`src/rtl/dmem_arbiter.sv`:
```
// dmem_arbiter: two-requester round-robin arbiter and sequencer in front of
// the single-port data memory. Each granted request becomes one memory
// access cycle (ACCESS) followed by a one-cycle acknowledge (DONE).
// Misaligned requests skip the memory and are acknowledged with err set.
// memReadData is the memory's negedge-updated read port, captured at the
// posedge that closes the ACCESS cycle.
module dmem_arbiter #(
  parameter int ADDR_W = 7,
  parameter int DATA_W = 32
) (
  input  logic              clock,
  input  logic              resetN,
  input  logic              req0,
  input  logic              we0,
  input  logic [ADDR_W-1:0] addr0,
  input  logic [DATA_W-1:0] wdata0,
  output logic              ack0,
  input  logic              req1,
  input  logic              we1,
  input  logic [ADDR_W-1:0] addr1,
  input  logic [DATA_W-1:0] wdata1,
  output logic              ack1,
  output logic [DATA_W-1:0] rdata,
  output logic              err,
  input  logic [DATA_W-1:0] memReadData,
  output logic [ADDR_W-1:0] memAddress,
  output logic [DATA_W-1:0] memWriteData,
  output logic              memWrite,
  output logic              memRead
);

  typedef enum logic [1:0] {
    IDLE   = 2'd0,
    ACCESS = 2'd1,
    DONE   = 2'd2
  } state_t;

  state_t              r_state;
  state_t              w_nextState;
  logic                r_gnt;
  logic                r_lastGnt;
  logic                r_we;
  logic [ADDR_W-1:0]   r_addr;
  logic [DATA_W-1:0]   r_wdata;
  logic [DATA_W-1:0]   r_rdata;
  logic                r_err;

  logic                w_grantValid;
  logic                w_grantIdx;
  logic                w_selWe;
  logic [ADDR_W-1:0]   w_selAddr;
  logic [DATA_W-1:0]   w_selWdata;
  logic                w_selAligned;
  logic                w_inAccess;
  logic                w_inDone;

  // Pick who is granted this cycle. From IDLE a tie goes to the requester
  // that was not served last; from DONE only the other requester counts,
  // since the one just served still has its req high.
  always_comb begin
    w_grantValid = 1'b0;
    w_grantIdx   = 1'b0;
    case (r_state)
      IDLE: begin
        if (req0 && req1) begin
          w_grantValid = 1'b1;
          w_grantIdx   = ~r_lastGnt;
        end else if (req0) begin
          w_grantValid = 1'b1;
          w_grantIdx   = 1'b0;
        end else if (req1) begin
          w_grantValid = 1'b1;
          w_grantIdx   = 1'b1;
        end
      end
      DONE: begin
        if (r_gnt == 1'b0) begin
          if (req1) begin
            w_grantValid = 1'b1;
            w_grantIdx   = 1'b1;
          end
        end else begin
          if (req0) begin
            w_grantValid = 1'b1;
            w_grantIdx   = 1'b0;
          end
        end
      end
      default: begin
        w_grantValid = 1'b0;
        w_grantIdx   = 1'b0;
      end
    endcase
  end

  assign w_selWe      = w_grantIdx ? we1    : we0;
  assign w_selAddr    = w_grantIdx ? addr1  : addr0;
  assign w_selWdata   = w_grantIdx ? wdata1 : wdata0;
  assign w_selAligned = (w_selAddr[1:0] == 2'b00);

  // Next state: a grant goes to ACCESS when word aligned, or straight to
  // DONE to report the misalignment; ACCESS always lasts exactly one cycle.
  always_comb begin
    w_nextState = r_state;
    case (r_state)
      IDLE: begin
        if (w_grantValid) begin
          w_nextState = w_selAligned ? ACCESS : DONE;
        end else begin
          w_nextState = IDLE;
        end
      end
      ACCESS: begin
        w_nextState = DONE;
      end
      DONE: begin
        if (w_grantValid) begin
          w_nextState = w_selAligned ? ACCESS : DONE;
        end else begin
          w_nextState = IDLE;
        end
      end
      default: begin
        w_nextState = IDLE;
      end
    endcase
  end

  // State register plus transaction latches. The request is latched on
  // grant so the requester's inputs are free afterwards; read data is
  // captured at the edge closing ACCESS. lastGnt starts at 1 so that
  // requester 0 wins the first tie after reset.
  always_ff @(posedge clock) begin
    if (!resetN) begin
      r_state   <= IDLE;
      r_gnt     <= 1'b0;
      r_lastGnt <= 1'b1;
      r_we      <= 1'b0;
      r_addr    <= '0;
      r_wdata   <= '0;
      r_rdata   <= '0;
      r_err     <= 1'b0;
    end else begin
      r_state <= w_nextState;
      if (r_state == ACCESS) begin
        r_rdata <= r_we ? '0 : memReadData;
        r_err   <= 1'b0;
      end
      if (r_state == DONE) begin
        r_lastGnt <= r_gnt;
      end
      if (w_grantValid) begin
        r_gnt   <= w_grantIdx;
        r_we    <= w_selWe;
        r_addr  <= w_selAddr;
        r_wdata <= w_selWdata;
        if (!w_selAligned) begin
          r_err   <= 1'b1;
          r_rdata <= '0;
        end
      end
    end
  end

  assign w_inAccess = (r_state == ACCESS);
  assign w_inDone   = (r_state == DONE);

  // Acknowledge and error are only visible in DONE, so err is never seen
  // without an ack.
  assign ack0  = w_inDone & ~r_gnt;
  assign ack1  = w_inDone &  r_gnt;
  assign err   = w_inDone &  r_err;
  assign rdata = r_rdata;

  // Memory strobes are gated by resetN so a reset landing on the closing
  // edge of ACCESS can never commit a write.
  assign memAddress   = w_inAccess ? r_addr  : '0;
  assign memWriteData = w_inAccess ? r_wdata : '0;
  assign memWrite     = w_inAccess &  r_we & resetN;
  assign memRead      = w_inAccess & ~r_we & resetN;

endmodule

```
`config.mk`:
```
export PLATFORM = sky130hd
export DESIGN_NAME = dmem_arbiter
export DESIGN_NICKNAME = d
export VERILOG_FILES = /design/src/rtl/dmem_arbiter.sv
export SDC_FILE = /design/constraint.sdc
export NUM_CORES = 1
export LEC_CHECK = 0
export CORE_ASPECT_RATIO = 0.7
export CORE_MARGIN = 2
export CORE_UTILIZATION = 39
export DETAILED_ROUTE_END_ITERATION = 8
export PLACE_DENSITY = 0.78
export REMOVE_ABC_BUFFERS = 1
export SETUP_SLACK_MARGIN = 0.1
export SLEW_MARGIN = 5
export SYNTH_ARGS = -nofsm -noshare
export SYNTH_HDL_FRONTEND = slang
export SYNTH_SLANG_ARGS = --single-unit
```
`constraint.sdc`:
```
create_clock -name clock -period 1.88 [get_ports clock]
set_input_delay 0.282 -clock clock [delete_from_list [all_inputs] [get_ports clock]]
set_output_delay 0.282 -clock clock [all_outputs]
set_load 0.1 [all_outputs]
```
* After elaboration in Yosys (flattened, before gate mapping)
Index checks and enable logic that the tools add are counted.
** Operators by class
- Reduce and logical (&&, ||, !) cells :: 4
- Bitwise operators :: 10
- Mux-type cells :: 25
- Equality and inequality tests :: 2
** Operators by type and width (number)
- 2-to-1 mux 32 bit :: 6
- 2-to-1 mux 7 bit :: 2
- 2-to-1 mux 1 bit :: 12
- bitwise AND 1 bit :: 7
- zero test 2 bit :: 2
- 2-to-1 mux 2 bit :: 2
- case mux 1 bit (2 select lines) :: 2
- case mux 2 bit (2 select lines) :: 1
- NOT 1 bit :: 3
- equality test 2 x 1 -> 1 bit, second input constant :: 1
- equality test 2 bit, second input constant :: 1
- OR reduction 2 bit :: 1
- logical AND 1 bit :: 1
** Storage, ports and cells
- Input bits :: 116
- Register bits after elaboration :: 77

* Logic depth before layout (Yosys ltp)
- Depth after elaboration :: 9
- Mapped depth :: 6
- Mapped depth without buffers :: 4

* Worst setup path after synthesis
No wires, ideal clock.
- Path kind :: reg2out
- From :: reg r_state[0]
- To :: out memRead
- Slack :: -612 ps
- Data required time :: 1598 ps
- Data arrival time :: 2210 ps
- Cell stages (with the launch flop) :: 6
- Buffers on the path :: 1
- Path through :: dfxtp_1 > inv_1 > nor2_1 > clkbuf_1 > nand2_1 > nor2_1
** On the way
- Cells in the longest elaborated chain, start to end :: 3
** Ends and longest elaborated chain
- start: declaration :: RTL line 38 : state_t r_state;
- start signal: assignment :: RTL line 144 : r_state <= w_nextState;
- equality test 2 x 1 -> 1 bit :: RTL line 165 : assign w_inAccess = (r_state == ACCESS);
- bitwise AND 1 bit (2 in a row) :: RTL line 180 : assign memRead = w_inAccess & ~r_we & resetN;
- end: declaration :: RTL line 29 : output logic memRead
Every way passes these cells.

* Final worst setup path
- From :: reg r_state[1]
- To :: reg r_rdata[13], in the netlist rdata[13]
** On the way
- Cells in the longest elaborated chain, start to end :: 6
- Elaborated cells on any way between the ends :: 10
- Classes of those cells :: eq/ne (2); mux (6); reduce/logical (2)
** Ends and longest elaborated chain
- equality test 2 bit / zero test 2 bit (equally long branches) :: RTL line 63 : case (r_state)
- case mux 1 bit (2 select lines) :: RTL line 63
- 2-to-1 mux 7 bit :: RTL line 97 : assign w_selAddr = w_grantIdx ? addr1 : addr0;
- zero test 2 bit :: RTL line 99 : assign w_selAligned = (w_selAddr[1:0] == 2'b00);
- 2-to-1 mux 32 bit :: RTL line 157 : if (!w_selAligned) begin
- 2-to-1 mux 32 bit (*) :: RTL line 152 : if (w_grantValid) begin
- end signal: assignment :: RTL line 146 : r_rdata <= r_we ? '0 : memReadData;
- end: declaration :: RTL line 45 : logic [DATA_W-1:0] r_rdata;
Mark *: on every way between the ends. The rest lies on a longest branch, timed or not.
A chain may end at the register's enable or synchronous reset.

==> impl.org <==
** Clock tree
- Post-cts hold buffer count :: 0
- Counting along the longest clock path gives a buffer depth of 2.
- The tree built by TritonCTS fans out to 77 sinks.
- CTS clk-pin slew, worst paths :: 0.06 ns
- Buffers inserted during clock tree synthesis total 9.
- The H-tree was split into 3 levels.
- The clock reaches the later pin of the worst-skew pair after 0.33 ns.
- Clock tree from TritonCTS :: done
- Cell chosen for the clock root :: sky130_fd_sc_hd__clkbuf_16

** Synthesis
- After synthesis, the largest family of logic cells by area is simple AND/OR/NAND/NOR gates.
- Fraction of synthesized cell area in xor and xnor cells :: 0%
- Synthesis-stage register bit count :: 77
- Total of warnings raised by yosys :: 0
- Distinct cell type count after synthesis :: 30
- Summing every instance area after synthesis gives 3490 um2.
- Proportion of synthesized chip area in sequential cells :: roughly 44%
- The synthesized netlist devotes a little under 20% of its cell area to compound gates.
- Multiplexer share of the synthesized area :: 0.609%
- Synthesized area per cell :: 7.82 um2
- After technology mapping, the gate count stands at 447.
- The synthesized netlist devotes 0% of its cell area to adder and majority cells.
- The synthesized netlist devotes 30.3% of its cell area to simple gates.

** STA
- Setup repair after global routing could not meet its margin everywhere.
- Skew final :: 0.0110 ns
- The final number of hold-violating endpoints came to 0.
- Headroom to the max-slew limit came out at 59.7%.
- Max Freq :: ~0.56 GHz
- Pins Over Slew Limit :: 0
- The clock period could shrink to 1.78 ns.
- Transition at the pin with the smallest max-transition slack :: 0.605 ns
- Final period util :: roughly 95%
- Setup violations remaining at the end of the flow were counted as 0.

** Global routing
- Entering global routing, the biggest net connects 66 pins.
- Summed over all layers, the global routing overflow is 0.
- Wire length of the first global-routing pass :: a little under 20,000 um
- Total routing resource utilization after global routing :: 25.6%
- Initial antenna violation count :: 0
- Via count of the first global-routing pass :: roughly 3,900

** Die
- In this run the core area contains 28 standard-cell rows.
- Chip height :: 83.2 um
- For this configuration, the core starts out at a cell density of between 40 and 50%.
- Die width :: 117 um
- 192 I/O pins were placed.
- The core region is 8580 um2.
- The floorplan step defined a die boundary enclosing approximately 9700 um2.

** Place
- Port Buffers :: approximately 190
- Detailed placement finished with a half-perimeter wire length of 8490 um.
- Summing all placed instances gives a cell area of 5940 um2.
- Placed instance count :: 740
- Weighted congestion at the end of routability-driven global placement :: 0.782

** Critical path
- Critical Path Sink Type :: register
- At the worst endpoint, the required time is 2.10 ns.
- The startpoint identified for the worst register-to-register timing path is r_state[1]$_SDFF_PN0_.
- Largest stage delay on the critical path :: 0.38 ns
- Critical path's top delay family :: compound AO/OA/AOI/OAI gates
- Maximum fanout count along the critical path :: 8
- Number of cells on the worst reg-to-reg path :: 7
- In this run the critical register-to-register path is captured at rdata[13]$_SDFF_PN0_.
- Data arrives at the worst endpoint at about 2 ns.
- Number of buffer and inverter instances along the worst setup path :: 3
- The critical path goes through a21bo_4, or3_4, a221oi_4, buf_6, buf_6, buf_12, nor2_1.
- Element type at the critical path start :: register
- The largest individual stage delay along the critical path comes from the cell sky130_fd_sc_hd__or3_4.
- Worst path most repeated cell :: sky130_fd_sc_hd__buf_6
- Flop2flop setup slack :: 0.1 ns
- WS Path Type :: register to register

** Route
- After the first detailed-routing iteration, the DRC count stood at 215.
- After detailed routing, the number of remaining DRC violations is 0.
- The routed layout has 3,943 vias.
- Dividing the detail-routed wire length by the instance count gives 16.3 um.
- The routed design has 12,600 um of wire.
- Number of iterations in the first detailed-routing pass :: 4
- Antenna violation net count after detailed routing :: 0
- Vias/cell :: 5.12

** Job
- The tool flagged a number of max-cap violations equal to 0.

** Layout
- Ratio of cells with drive above 1 in the final layout :: 28.2%
- Relative to the synthesized area, the layout overhead comes to 88.4%.
- Final instance area :: 6580 um2
- In the final design database the tool counted between 700 and 800 nets.
- The library cell used most frequently in the layout, excluding fill and tap cells, is sky130_fd_sc_hd__clkdlybuf4s50_1.
- Ant. Diodes :: 0
- The finished layout holds 770 standard cells, fillers aside.
- Leaving out fill and tap cells, the most frequent cells in the layout are 112 x sky130_fd_sc_hd__clkdlybuf4s50_1, 83 x sky130_fd_sc_hd__nand2_1, 74 x sky130_fd_sc_hd__dfxtp_1, 55 x sky130_fd_sc_hd__buf_4, 48 x sky130_fd_sc_hd__buf_12.
- Cells fill 76.7% of the core in the end.

** Min path
- Worst Hold Path Cells :: 2
- The worst hold path terminates at rdata[18]$_SDFF_PN0_.
- The worst hold path belongs to the class register to register.
- The worst hold path begins at rdata[18]$_SDFF_PN0_.

** Power
- Lkg Pwr :: between 2 and 3 nW
- In this run the power density over the cells is around 770 nW/um2.
- Max rail drop VDD :: between 0.5 and 0.6 mV
- Total chip power :: 5.05 mW

** Outcome
- Status :: completed
[sequential cells by signal (all words and copies together) (netlist names)]
register   count
r_we           1
r_lastGnt      1
r_state        2
rdata         32
r_err          1
r_gnt          1
r_wdata       32
r_addr         7
[synth_stat cells]
cell	n	share of area (%)
sky130_fd_sc_hd__dfxtp_1	77	44
sky130_fd_sc_hd__nor4_1	1	0.18
sky130_fd_sc_hd__and3b_1	1	0.25
sky130_fd_sc_hd__o221ai_1	1	0.25
sky130_fd_sc_hd__nand2_1	83	8.9
sky130_fd_sc_hd__a221oi_4	1	0.75
sky130_fd_sc_hd__o21ai_0	42	6.0
sky130_fd_sc_hd__nor2b_1	3	0.54
sky130_fd_sc_hd__buf_2	2	0.29
sky130_fd_sc_hd__and3_1	2	0.36
sky130_fd_sc_hd__mux2i_1	1	0.29
sky130_fd_sc_hd__nor2_2	10	1.8
sky130_fd_sc_hd__buf_1	1	0.11
sky130_fd_sc_hd__nor3b_1	32	6.9
sky130_fd_sc_hd__a21bo_2	1	0.29
sky130_fd_sc_hd__or3_1	1	0.18
sky130_fd_sc_hd__mux2_2	1	0.32
sky130_fd_sc_hd__nor2_1	26	2.8
sky130_fd_sc_hd__a21boi_0	1	0.21
sky130_fd_sc_hd__and2_1	42	7.5
sky130_fd_sc_hd__nand3_1	1	0.14
sky130_fd_sc_hd__a21oi_1	33	4.7
sky130_fd_sc_hd__or3b_2	1	0.25
sky130_fd_sc_hd__o221a_2	1	0.32
sky130_fd_sc_hd__inv_1	1	0.11
sky130_fd_sc_hd__nand2b_1	2	0.36
sky130_fd_sc_hd__clkbuf_1	35	3.8
sky130_fd_sc_hd__a31oi_1	40	7.2
sky130_fd_sc_hd__nor3_1	1	0.14
sky130_fd_sc_hd__buf_6	3	0.97
[worst max path at each step]
stage / start / endpoint / depth (start not counted)
2_1_floorplan: r_state[0]$_SDFF_PN0_ / memRead / 4
3_3_place_gp: req1 / rdata[14]$_SDFF_PN0_ / 6
3_5_place_dp: req1 / rdata[14]$_SDFF_PN0_ / 6
4_1_cts: r_state[1]$_SDFF_PN0_ / rdata[31]$_SDFF_PN0_ / 7
5_1_grt: r_state[1]$_SDFF_PN0_ / rdata[13]$_SDFF_PN0_ / 7
6_report: r_state[1]$_SDFF_PN0_ / rdata[13]$_SDFF_PN0_ / 7
[worst reg2reg max path, delay by kind of cell (launching register included)]
kind | cells | cell delay, ns
AOI/OAI and AO/OA | 2 | 0.50
and+or+nand+nor | 2 | 0.43
buffers and inverters | 3 | 0.38
DFF | 1 | 0.37
[report_power, final]
group,total (mW),internal [mW],switching [mW]
Clock,1.84,1.17,0.675
Combinational,1.35,0.620,0.732
Sequential,1.86,1.77,0.0829
Total,5.05,3.56,1.49
[cells by family (layout without fill, tap and decap cells)]
| kind of cell | after synthesis | in the layout |
|---|---|---|
| and+or+nand+nor | 206 | 206 |
| AOI/OAI and AO/OA | 120 | 120 |
| buffers and inverters | 42 | 245 |
| DFF | 77 | 77 |
| muxes | 2 | 2 |
[cell type report]
| type | count | area, um2 |
|---|---|---|
| clock buffer | 11 | 233 |
| clock inverter | 5 | 85.1 |
| fill | 594 | 2000 |
| inverter | 1 | 6.26 |
| multi-input combinational | 328 | 1880 |
| sequential | 77 | 1550 |
| tap | 120 | 150 |
| timing repair buffer | 228 | 2670 |
[timing repair]
action,4_1_cts,5_1_grt
buffers inserted,8,2
pin swaps,4,3
setup endpoints to repair,74,56
cloned,5,0
endpoints found under the hold margin,0,0
resized for setup,33,29
[routing by layer]
| metal | up-vias | part of all wire, % | track usage (%) | routed length (um) |
|---|---|---|---|---|
| li1 | 1924 | - | - | - |
| met1 | 1866 | 43 | 33.0 | 5410 |
| met2 | 134 | 49 | 42.5 | 6160 |
| met3 | 19 | 6.3 | 6.57 | 794 |
| met4 | 0 | 1.8 | 6.95 | 222 |
| met5 | - | 0 | 0 | 0 |
[metrics by stage]
step	worst slack (ns)	hold WS, ns	setup TNS (ns)
after floorplan	-1.14	0.344	-93.80
after global placement	-0.253	0.461	-11.31
after detailed placement	-0.311	0.458	-14.94
after CTS	0.113	0.473	0
after global routing	0.0567	0.521	0
final	0.0967	0.493	0
No activity file was read; power rests on OpenSTA's default activity.
